### config.mk
export PLATFORM = sky130hd
export DESIGN_NAME = shift_add_mult16
export DESIGN_NICKNAME = d
export VERILOG_FILES = /design/src/rtl/hack_pkg.sv /design/src/rtl/add16.sv /design/src/rtl/shift_add_mult16.sv
export SDC_FILE = /design/constraint.sdc
export NUM_CORES = 1
export LEC_CHECK = 0
export ABC_CLOCK_PERIOD_IN_PS = 3250
export BUFFER_PORTS_ARGS = -buffer_cell sky130_fd_sc_hd__buf_2
export CAP_MARGIN = 5
export CORE_MARGIN = 2
export CORE_UTILIZATION = 59
export CTS_BUF_LIST = sky130_fd_sc_hd__clkbuf_8
export DETAILED_ROUTE_END_ITERATION = 10
export HOLD_SLACK_MARGIN = 0.12
export PLACE_DENSITY = 0.89
export RECOVER_POWER = 50
export SLEW_MARGIN = 0
export SYNTH_ARGS = -nofsm -noshare
export SYNTH_HDL_FRONTEND = slang
export SYNTH_SLANG_ARGS = --single-unit
export TNS_END_PERCENT = 20
### constraint.sdc
create_clock -name clk -period 3.25 [get_ports clk]
set_input_delay 0.1625 -clock clk [delete_from_list [all_inputs] [get_ports clk]]
set_output_delay 0.1625 -clock clk [all_outputs]
set_load 0.05 [all_outputs]
### src/rtl/hack_pkg.sv
// Shared constants and FSM encoding for the shift-add multiplier.
package hack_pkg;

  localparam int WIDTH = 16;

  typedef enum logic [1:0] {
    ST_IDLE = 2'd0,
    ST_RUN  = 2'd1,
    ST_DONE = 2'd2
  } state_e;

  localparam logic [4:0] LAST_STEP = 5'd15;

endpackage

### src/rtl/add16.sv
// Fixed-width 16-bit ripple adder with carry in/out; the multiplier's only adder.
module add16 (
  input  logic [15:0] a,
  input  logic [15:0] b,
  input  logic        cin,
  output logic [15:0] sum,
  output logic        cout
);

  assign {cout, sum} = {1'b0, a} + {1'b0, b} + {16'd0, cin};

endmodule

### src/rtl/shift_add_mult16.sv
// Sequential unsigned 16x16->32 multiplier: one partial product per clock through add16.
module shift_add_mult16
  import hack_pkg::*;
#(
  parameter int WIDTH = hack_pkg::WIDTH
) (
  input  logic                 clk,
  input  logic                 rst,
  input  logic                 start,
  input  logic [WIDTH-1:0]     a,
  input  logic [WIDTH-1:0]     b,
  output logic                 ready,
  output logic                 busy,
  output logic                 done,
  output logic [2*WIDTH-1:0]   product,
  output logic                 overflow
);

  if (WIDTH != 16) begin : g_bad_width
    $error("shift_add_mult16: WIDTH must be 16, add16 is fixed width");
  end

  state_e               state_q, state_d;
  logic [WIDTH-1:0]     mcand_q, mcand_d;
  logic [WIDTH-1:0]     hi_q, hi_d;
  logic [WIDTH-1:0]     lo_q, lo_d;
  logic [4:0]           count_q, count_d;
  logic [2*WIDTH-1:0]   product_q, product_d;
  logic                 overflow_q, overflow_d;
  logic                 ready_q, busy_q, done_q;
  logic                 accept;
  logic [WIDTH-1:0]     add_sum;
  logic                 add_cout;

  add16 u_add (
    .a    (hi_q),
    .b    (mcand_q),
    .cin  (1'b0),
    .sum  (add_sum),
    .cout (add_cout)
  );

  assign accept = start && (state_q == ST_IDLE || state_q == ST_DONE);

  // NOTE: every always_comb output gets a default first, so no path can infer a latch.
  always_comb begin
    state_d    = state_q;
    mcand_d    = mcand_q;
    hi_d       = hi_q;
    lo_d       = lo_q;
    count_d    = count_q;
    product_d  = product_q;
    overflow_d = overflow_q;
    if (accept) begin
      state_d    = ST_RUN;
      mcand_d    = a;
      hi_d       = '0;
      lo_d       = b;
      count_d    = 5'd0;
      product_d  = '0;
      overflow_d = 1'b0;
    end else begin
      case (state_q)
        ST_IDLE: state_d = ST_IDLE;
        ST_RUN: begin
          // Carry out lands in hi[15]; the multiplier bit just used falls off lo[0].
          if (lo_q[0]) {hi_d, lo_d} = {add_cout, add_sum, lo_q[WIDTH-1:1]};
          else         {hi_d, lo_d} = {1'b0, hi_q, lo_q[WIDTH-1:1]};
          count_d = count_q + 5'd1;
          if (count_q == LAST_STEP) begin
            state_d    = ST_DONE;
            product_d  = {hi_d, lo_d};
            overflow_d = |hi_d;
          end
        end
        ST_DONE: state_d = ST_IDLE;
        default: state_d = ST_IDLE;
      endcase
    end
  end

  // NOTE: sequential state uses non-blocking assignments only; reset is asynchronous.
  always_ff @(posedge clk or posedge rst) begin
    if (rst) begin
      state_q    <= ST_IDLE;
      mcand_q    <= '0;
      hi_q       <= '0;
      lo_q       <= '0;
      count_q    <= 5'd0;
      product_q  <= '0;
      overflow_q <= 1'b0;
      ready_q    <= 1'b1;
      busy_q     <= 1'b0;
      done_q     <= 1'b0;
    end else begin
      state_q    <= state_d;
      mcand_q    <= mcand_d;
      hi_q       <= hi_d;
      lo_q       <= lo_d;
      count_q    <= count_d;
      product_q  <= product_d;
      overflow_q <= overflow_d;
      ready_q    <= (state_d == ST_IDLE) || (state_d == ST_DONE);
      busy_q     <= (state_d == ST_RUN);
      done_q     <= (state_d == ST_DONE);
    end
  end

  assign ready    = ready_q;
  assign busy     = busy_q;
  assign done     = done_q;
  assign product  = product_q;
  assign overflow = overflow_q;

endmodule
== Word level (Yosys, flattened, before mapping) ==
Cells that the tools add are included.
W data, S select, Z words.

* $add $sub $neg: 2
* Eq/ne operators: 5
* Multiplexer cells: 19
* Reductions and logical operators: 9

{| class="wikitable"
|+ Operators by type and width
! operator !! count
|-
| $mux W16 || 8
|-
| $mux W32 || 3
|-
| $add A16 B16 Y17 || 1
|-
| $reduce_or A16 Y1 || 1
|-
| $mux W5 || 2
|-
| $mux W2 || 3
|-
| $add A5 B1 Y5 const B || 1
|-
| $eq A5 B4 Y1 const B || 1
|-
| $eq A2 B1 Y1 const B || 2
|-
| $eq A2 B2 Y1 const B || 2
|-
| $logic_not A2 Y1 || 2
|-
| $reduce_bool A2 Y1 || 2
|-
| $mux W1 || 3
|-
| $logic_or A1 B1 Y1 || 2
|-
| $reduce_and A2 Y1 || 1
|-
| $logic_and A1 B1 Y1 || 1
|}

* Bits in registers: 91
* Bits of input ports: 35
* Output and inout port bits: 36

== Longest topological paths before layout ==
* Depth after elaboration: 8
* Depth in mapped cells: 11
* Gate-level depth less buffers: 11

== By module ==
A second synthesis with hierarchy kept.

* Cells, all modules: 495
* Area total of the unflattened synthesis: 4654.5 µm²

{| class="wikitable"
|+ By module, submodules not included
! module !! instances !! cells each !! area an instance (µm²) !! seq. area each (µm²)
|-
| shift_add_mult16 || 1 || 401 || 3907.5 || 2278.4
|-
| add16 || 1 || 94 || 747.0 || 0.0
|}

== Least setup slack after synthesis ==
No wires, ideal clock.

* Path kind: reg2reg
* Start: register hi_q[0]
* End: register overflow_q, in the netlist overflow
* Library setup time: 0.133 ns
* Arrival time: 2.340 ns
* Required time: 3.117 ns
* Setup slack: 0.777 ns
* Stages on the path, launching flop included: 12
* Path buffers: 0
* Cell sequence: dfrtp_1 ha_1 inv_1 fa_1 nor2b_4 o31a_1 o21ai_1 and4_1 a211oi_1 nand4_1 and4bb_1 a31oi_1

* Word-level cells in the longest chain between the ends: 8

{| class="wikitable"
|+ Ends and longest elaborated chain
! item !! line !! source
|-
| start: declaration || shift_add_mult16.sv:25 || <nowiki>logic [WIDTH-1:0] hi_q, hi_d;</nowiki>
|-
| start signal: assignment || shift_add_mult16.sv:98 || <nowiki>hi_q <= hi_d;</nowiki>
|-
| $add A16 B16 Y17 || add16.sv:10 || <nowiki>assign {cout, sum} = {1'b0, a} + {1'b0, b} + {16'd0, cin};</nowiki>
|-
| $mux W16 || shift_add_mult16.sv:67 || <nowiki>if (lo_q[0]) {hi_d, lo_d} = {add_cout, add_sum, lo_q[WIDTH-1:1]};</nowiki>
|-
| $mux W16 || shift_add_mult16.sv:63 || <nowiki>case (state_q)</nowiki>
|-
| $mux W16 || shift_add_mult16.sv:54 || <nowiki>if (accept) begin</nowiki>
|-
| $reduce_or A16 Y1 || shift_add_mult16.sv:73 || <nowiki>overflow_d = |hi_d;</nowiki>
|-
| $mux W1 || shift_add_mult16.sv:70 || <nowiki>if (count_q == LAST_STEP) begin</nowiki>
|-
| $mux W1 || shift_add_mult16.sv:63 ||
|-
| $mux W1 || shift_add_mult16.sv:54 ||
|-
| end signal: assignment || shift_add_mult16.sv:102 || <nowiki>overflow_q <= overflow_d;</nowiki>
|-
| end: declaration || shift_add_mult16.sv:29 || <nowiki>logic overflow_q, overflow_d;</nowiki>
|}

Every way passes these cells. The select of a mux whose other input is x is not followed.
A chain may end at the register's enable or synchronous reset.

== Final worst setup path ==
* Start: register mcand_q[0]
* End: register overflow_q, in the netlist overflow

* Word-level cells in the longest chain between the ends: 8

{| class="wikitable"
|+ Ends and longest elaborated chain
! item !! line !! source
|-
| start: declaration || shift_add_mult16.sv:24 || <nowiki>logic [WIDTH-1:0] mcand_q, mcand_d;</nowiki>
|-
| start signal: assignment || shift_add_mult16.sv:97 || <nowiki>mcand_q <= mcand_d;</nowiki>
|-
| $add A16 B16 Y17 || add16.sv:10 ||
|-
| $mux W16 || shift_add_mult16.sv:67 ||
|-
| $mux W16 || shift_add_mult16.sv:63 ||
|-
| $mux W16 || shift_add_mult16.sv:54 ||
|-
| $reduce_or A16 Y1 || shift_add_mult16.sv:73 ||
|-
| $mux W1 || shift_add_mult16.sv:70 ||
|-
| $mux W1 || shift_add_mult16.sv:63 ||
|-
| $mux W1 || shift_add_mult16.sv:54 ||
|}

Every way passes these cells. The select of a mux whose other input is x is not followed.

==> run summary <==
status - finished, violations left
failing checks - max-capacitance violations, max-slew violations
Routed Antenna Nets - 0
Via-to-Cell Ratio - 5.835
drt wl/cell - 16.14 um
first-pass GRT wire length - 19030 um
DRC Markers - 0
Power Dens Cells - 1116 nW/um^2
Yosys top cell area share - 0.4860
Setup CP Type - reg2reg
final slew viol count - 34
final WL - 11430 um
WP data required - 3490 ps
Startpoint Class - register
CTS tree - yes
Total Routing Usage GR - 0.2821
post-layout util - 0.7148
Total Die Area - 8580 um^2
final worst path period need - 2886 ps
slew margin rel. - -0.1845
Core ar. - 7687 um^2
final setup violation count - 0
CTS buffer count - 9
CTS Sinks - 91
worst hold path type - in2reg
PortBufs - 70
# rows - 32
Synth area leaders - dfrtp_1 49%, nand2_1 11%, ha_1 4.9%
Fin. Hold Viols - 0
Setup crit end kind - register
maximum fanout along the worst path - 6
Via Count - 4131
Worst Skew - 8.880 ps
Bufs on Longest Clock Path - 2
Yosys cell types - 58
Tcrit/Tclk final - 0.8880
slowest cell on the critical path - fa_1
mean post-synth cell area - 9.087 um^2
Post-synth EDFFs - 0
post-synth net total - 564
top_reg_cell synth - dfrtp_1
sequential cell area fraction in the yosys report - 0.4916
Synth Cell Area - 4634 um^2
fin nets - 655
Clk pin slew, worst setup/hold paths - 100 ps
io pins - 71
initial antenna violation count - 0
Pwr Total - 6.134 mW
asr flop ratio synth - 1.000
yosys warns - 0
largest net degree at the start of global routing - 51
Fmax - 346.5 MHz
Mapped Cells - 510
Synth-to-Final Area Change - 18.57%
share of layout cells above drive strength 1 - 0.1287
P_leak - 2.577 nW
post-CTS sizing - 0
Routability Congestion - 0.8636
Hold Slack - 301.5 ps
#FFs+latches synth - 91
root buf cell - clkbuf_8
Initial DRT Pass Iterations - 5
hpwl dp - 7585 um
post-synth top area cell - dfrtp_1
vias in the first global route - 4007
CP arrival - 3130 ps
max-cap viol count - 1
total negative slack - 0 ps
Initial DRC Count - 307
initial core utilization - 0.6029
n_diodes - 0
Worst-Skew Late Latency - 370 ps
chip height - 92.63 um
Worst path max stage delay - 430 ps
crit path cell chain - ha_1 > inv_1 > fa_1 > nor2b_4 > o31a_1 > o21ai_1 > and4_1 > a211oi_1 > nand4_1 > and4bb_1 > a31oi_1
unrepaired setup endpoints after global routing - false
chip width - 92.63 um
grt ovf - 0
Worst Tran Pin Value - 1777 ps
Peak VDD IR - 623.8 uV
H-tree Lvls - 3
flip-flops by register name, indices dropped and copies added (netlist names):
| name | cells |
|---|---|
| ready | 1 |
| product | 32 |
| busy | 1 |
| count_q | 5 |
| state_q | 2 |
| lo_q | 16 |
| overflow | 1 |
| mcand_q | 16 |
| done | 1 |
| hi_q | 16 |
cell families after synthesis:
group           synth area share
compound gates            0.1990
flops                     0.4916
xor+xnor                0.009451
buf+inv                  0.04724
mux                      0.01080
simple gates              0.1890
fa+ha+maj                0.05292
placed cells by master (no fill, tap or decap), types with 2 or more instances in the layout:
master	synthesis	routed
a211oi_1	15	15
o21a_1	3	3
and3_1	4	4
o211ai_1	3	3
a31oi_1	19	19
nor3_1	4	4
ha_1	18	18
a21o_1	5	5
nor2_1	35	35
a22o_1	2	2
clkbuf_1	24	36
buf_2	1	35
a211o_1	2	2
xor2_1	3	3
or3_1	3	3
inv_6	0	2
nand4_1	3	3
a21oi_1	32	32
clkbuf_8	1	10
o211a_1	3	3
nand2_1	138	138
nand2b_1	3	2
o21ai_0	33	33
xnor2_1	2	2
dfrtp_1	90	90
inv_1	10	9
nand3_1	5	5
nor2b_1	7	6
mux2i_1	5	5
nor2b_4	1	2
dlygate4sd3_1	0	33
o211ai_2	2	2
a311o_1	2	2
buf_4	1	8
a31oi_2	2	2
inv_8	0	2
per-layer routing:
| layer | vias to the layer above | GRT usage | wire length (um) |
|---|---|---|---|
| met2 | 164 | 0.4702 | 5713 |
| met4 | 0 | 0.1275 | 323 |
| met3 | 27 | 0.03743 | 669 |
| li1 | 1943 | - | - |
| met1 | 1997 | 0.3706 | 4721 |
| met5 | - | 0 | 0 |
synthesized netlist by cell type (all sizes together) (2+ instances only):
cell / number
a31oi: 21
and3: 4
nor3: 4
xor2: 3
nor2: 35
a21oi: 32
ha: 18
clkbuf: 26
xnor2: 2
or3: 3
o211a: 3
o21bai: 2
mux2i: 5
o21a: 3
nand2b: 3
nor2b: 8
o211ai: 5
a311o: 2
nand3: 5
a22o: 3
a211oi: 16
inv: 10
o21ai: 35
a21o: 5
nand4: 3
dfrtp: 90
buf: 7
nand2: 138
a211o: 2
through the flow:
step	setup WS (ps)	area (um^2)	cells
3_3_place_gp	587.3	5021	659
3_5_place_dp	436.0	5021	659
2_1_floorplan	725.5	4634	510
4_1_cts	391.0	5545	708
5_1_grt	130.1	5495	708
6_report	364.1	5495	708
worst paths after layout:
kind                             from     endpoint  slack [ps]  cells past startpoint
max                        mcand_q[0]     overflow         360                     11
min                             start     lo_q[14]         300                      5
max reg2reg                mcand_q[0]     overflow         360                     11
min reg2reg                count_q[3]   count_q[3]         490                      1
max in group asynchronous         rst  product[24]         630                      4
min in group asynchronous         rst   product[6]         500                      3
area by class of cell:
type / count / area (um^2)
clock buffer: 10 / 137.6
clock inverter: 6 / 56.30
fill: 588 / 2192
inverter: 11 / 42.54
multi-input combinational: 375 / 2147
sequential: 91 / 2278
tap: 102 / 127.6
timing repair buffer: 113 / 705.7
worst max-delay path, delay by kind of cell, from the launching register on:
family                     cells  cell delay [ps]
buffers and inverters          1               80
and+or+nand+nor                4              850
AOI/OAI and AO/OA              4              790
DFF                            1              390
adders and majority gates      2              660
what timing repair did:
| action | in CTS | in global routing |
|---|---|---|
| setup buffers | 0 | 0 |
| hold buffers | 33 | 0 |
| hold endpoints to repair | 54 | 0 |
power breakdown:
part	internal, mW	switching (mW)	leakage, nW
sequential	1.63	0.384	1.16
clock	0.317	0.443	0.0973
combinational	1.16	2.21	1.32
(Power assumes the default switching activity.)
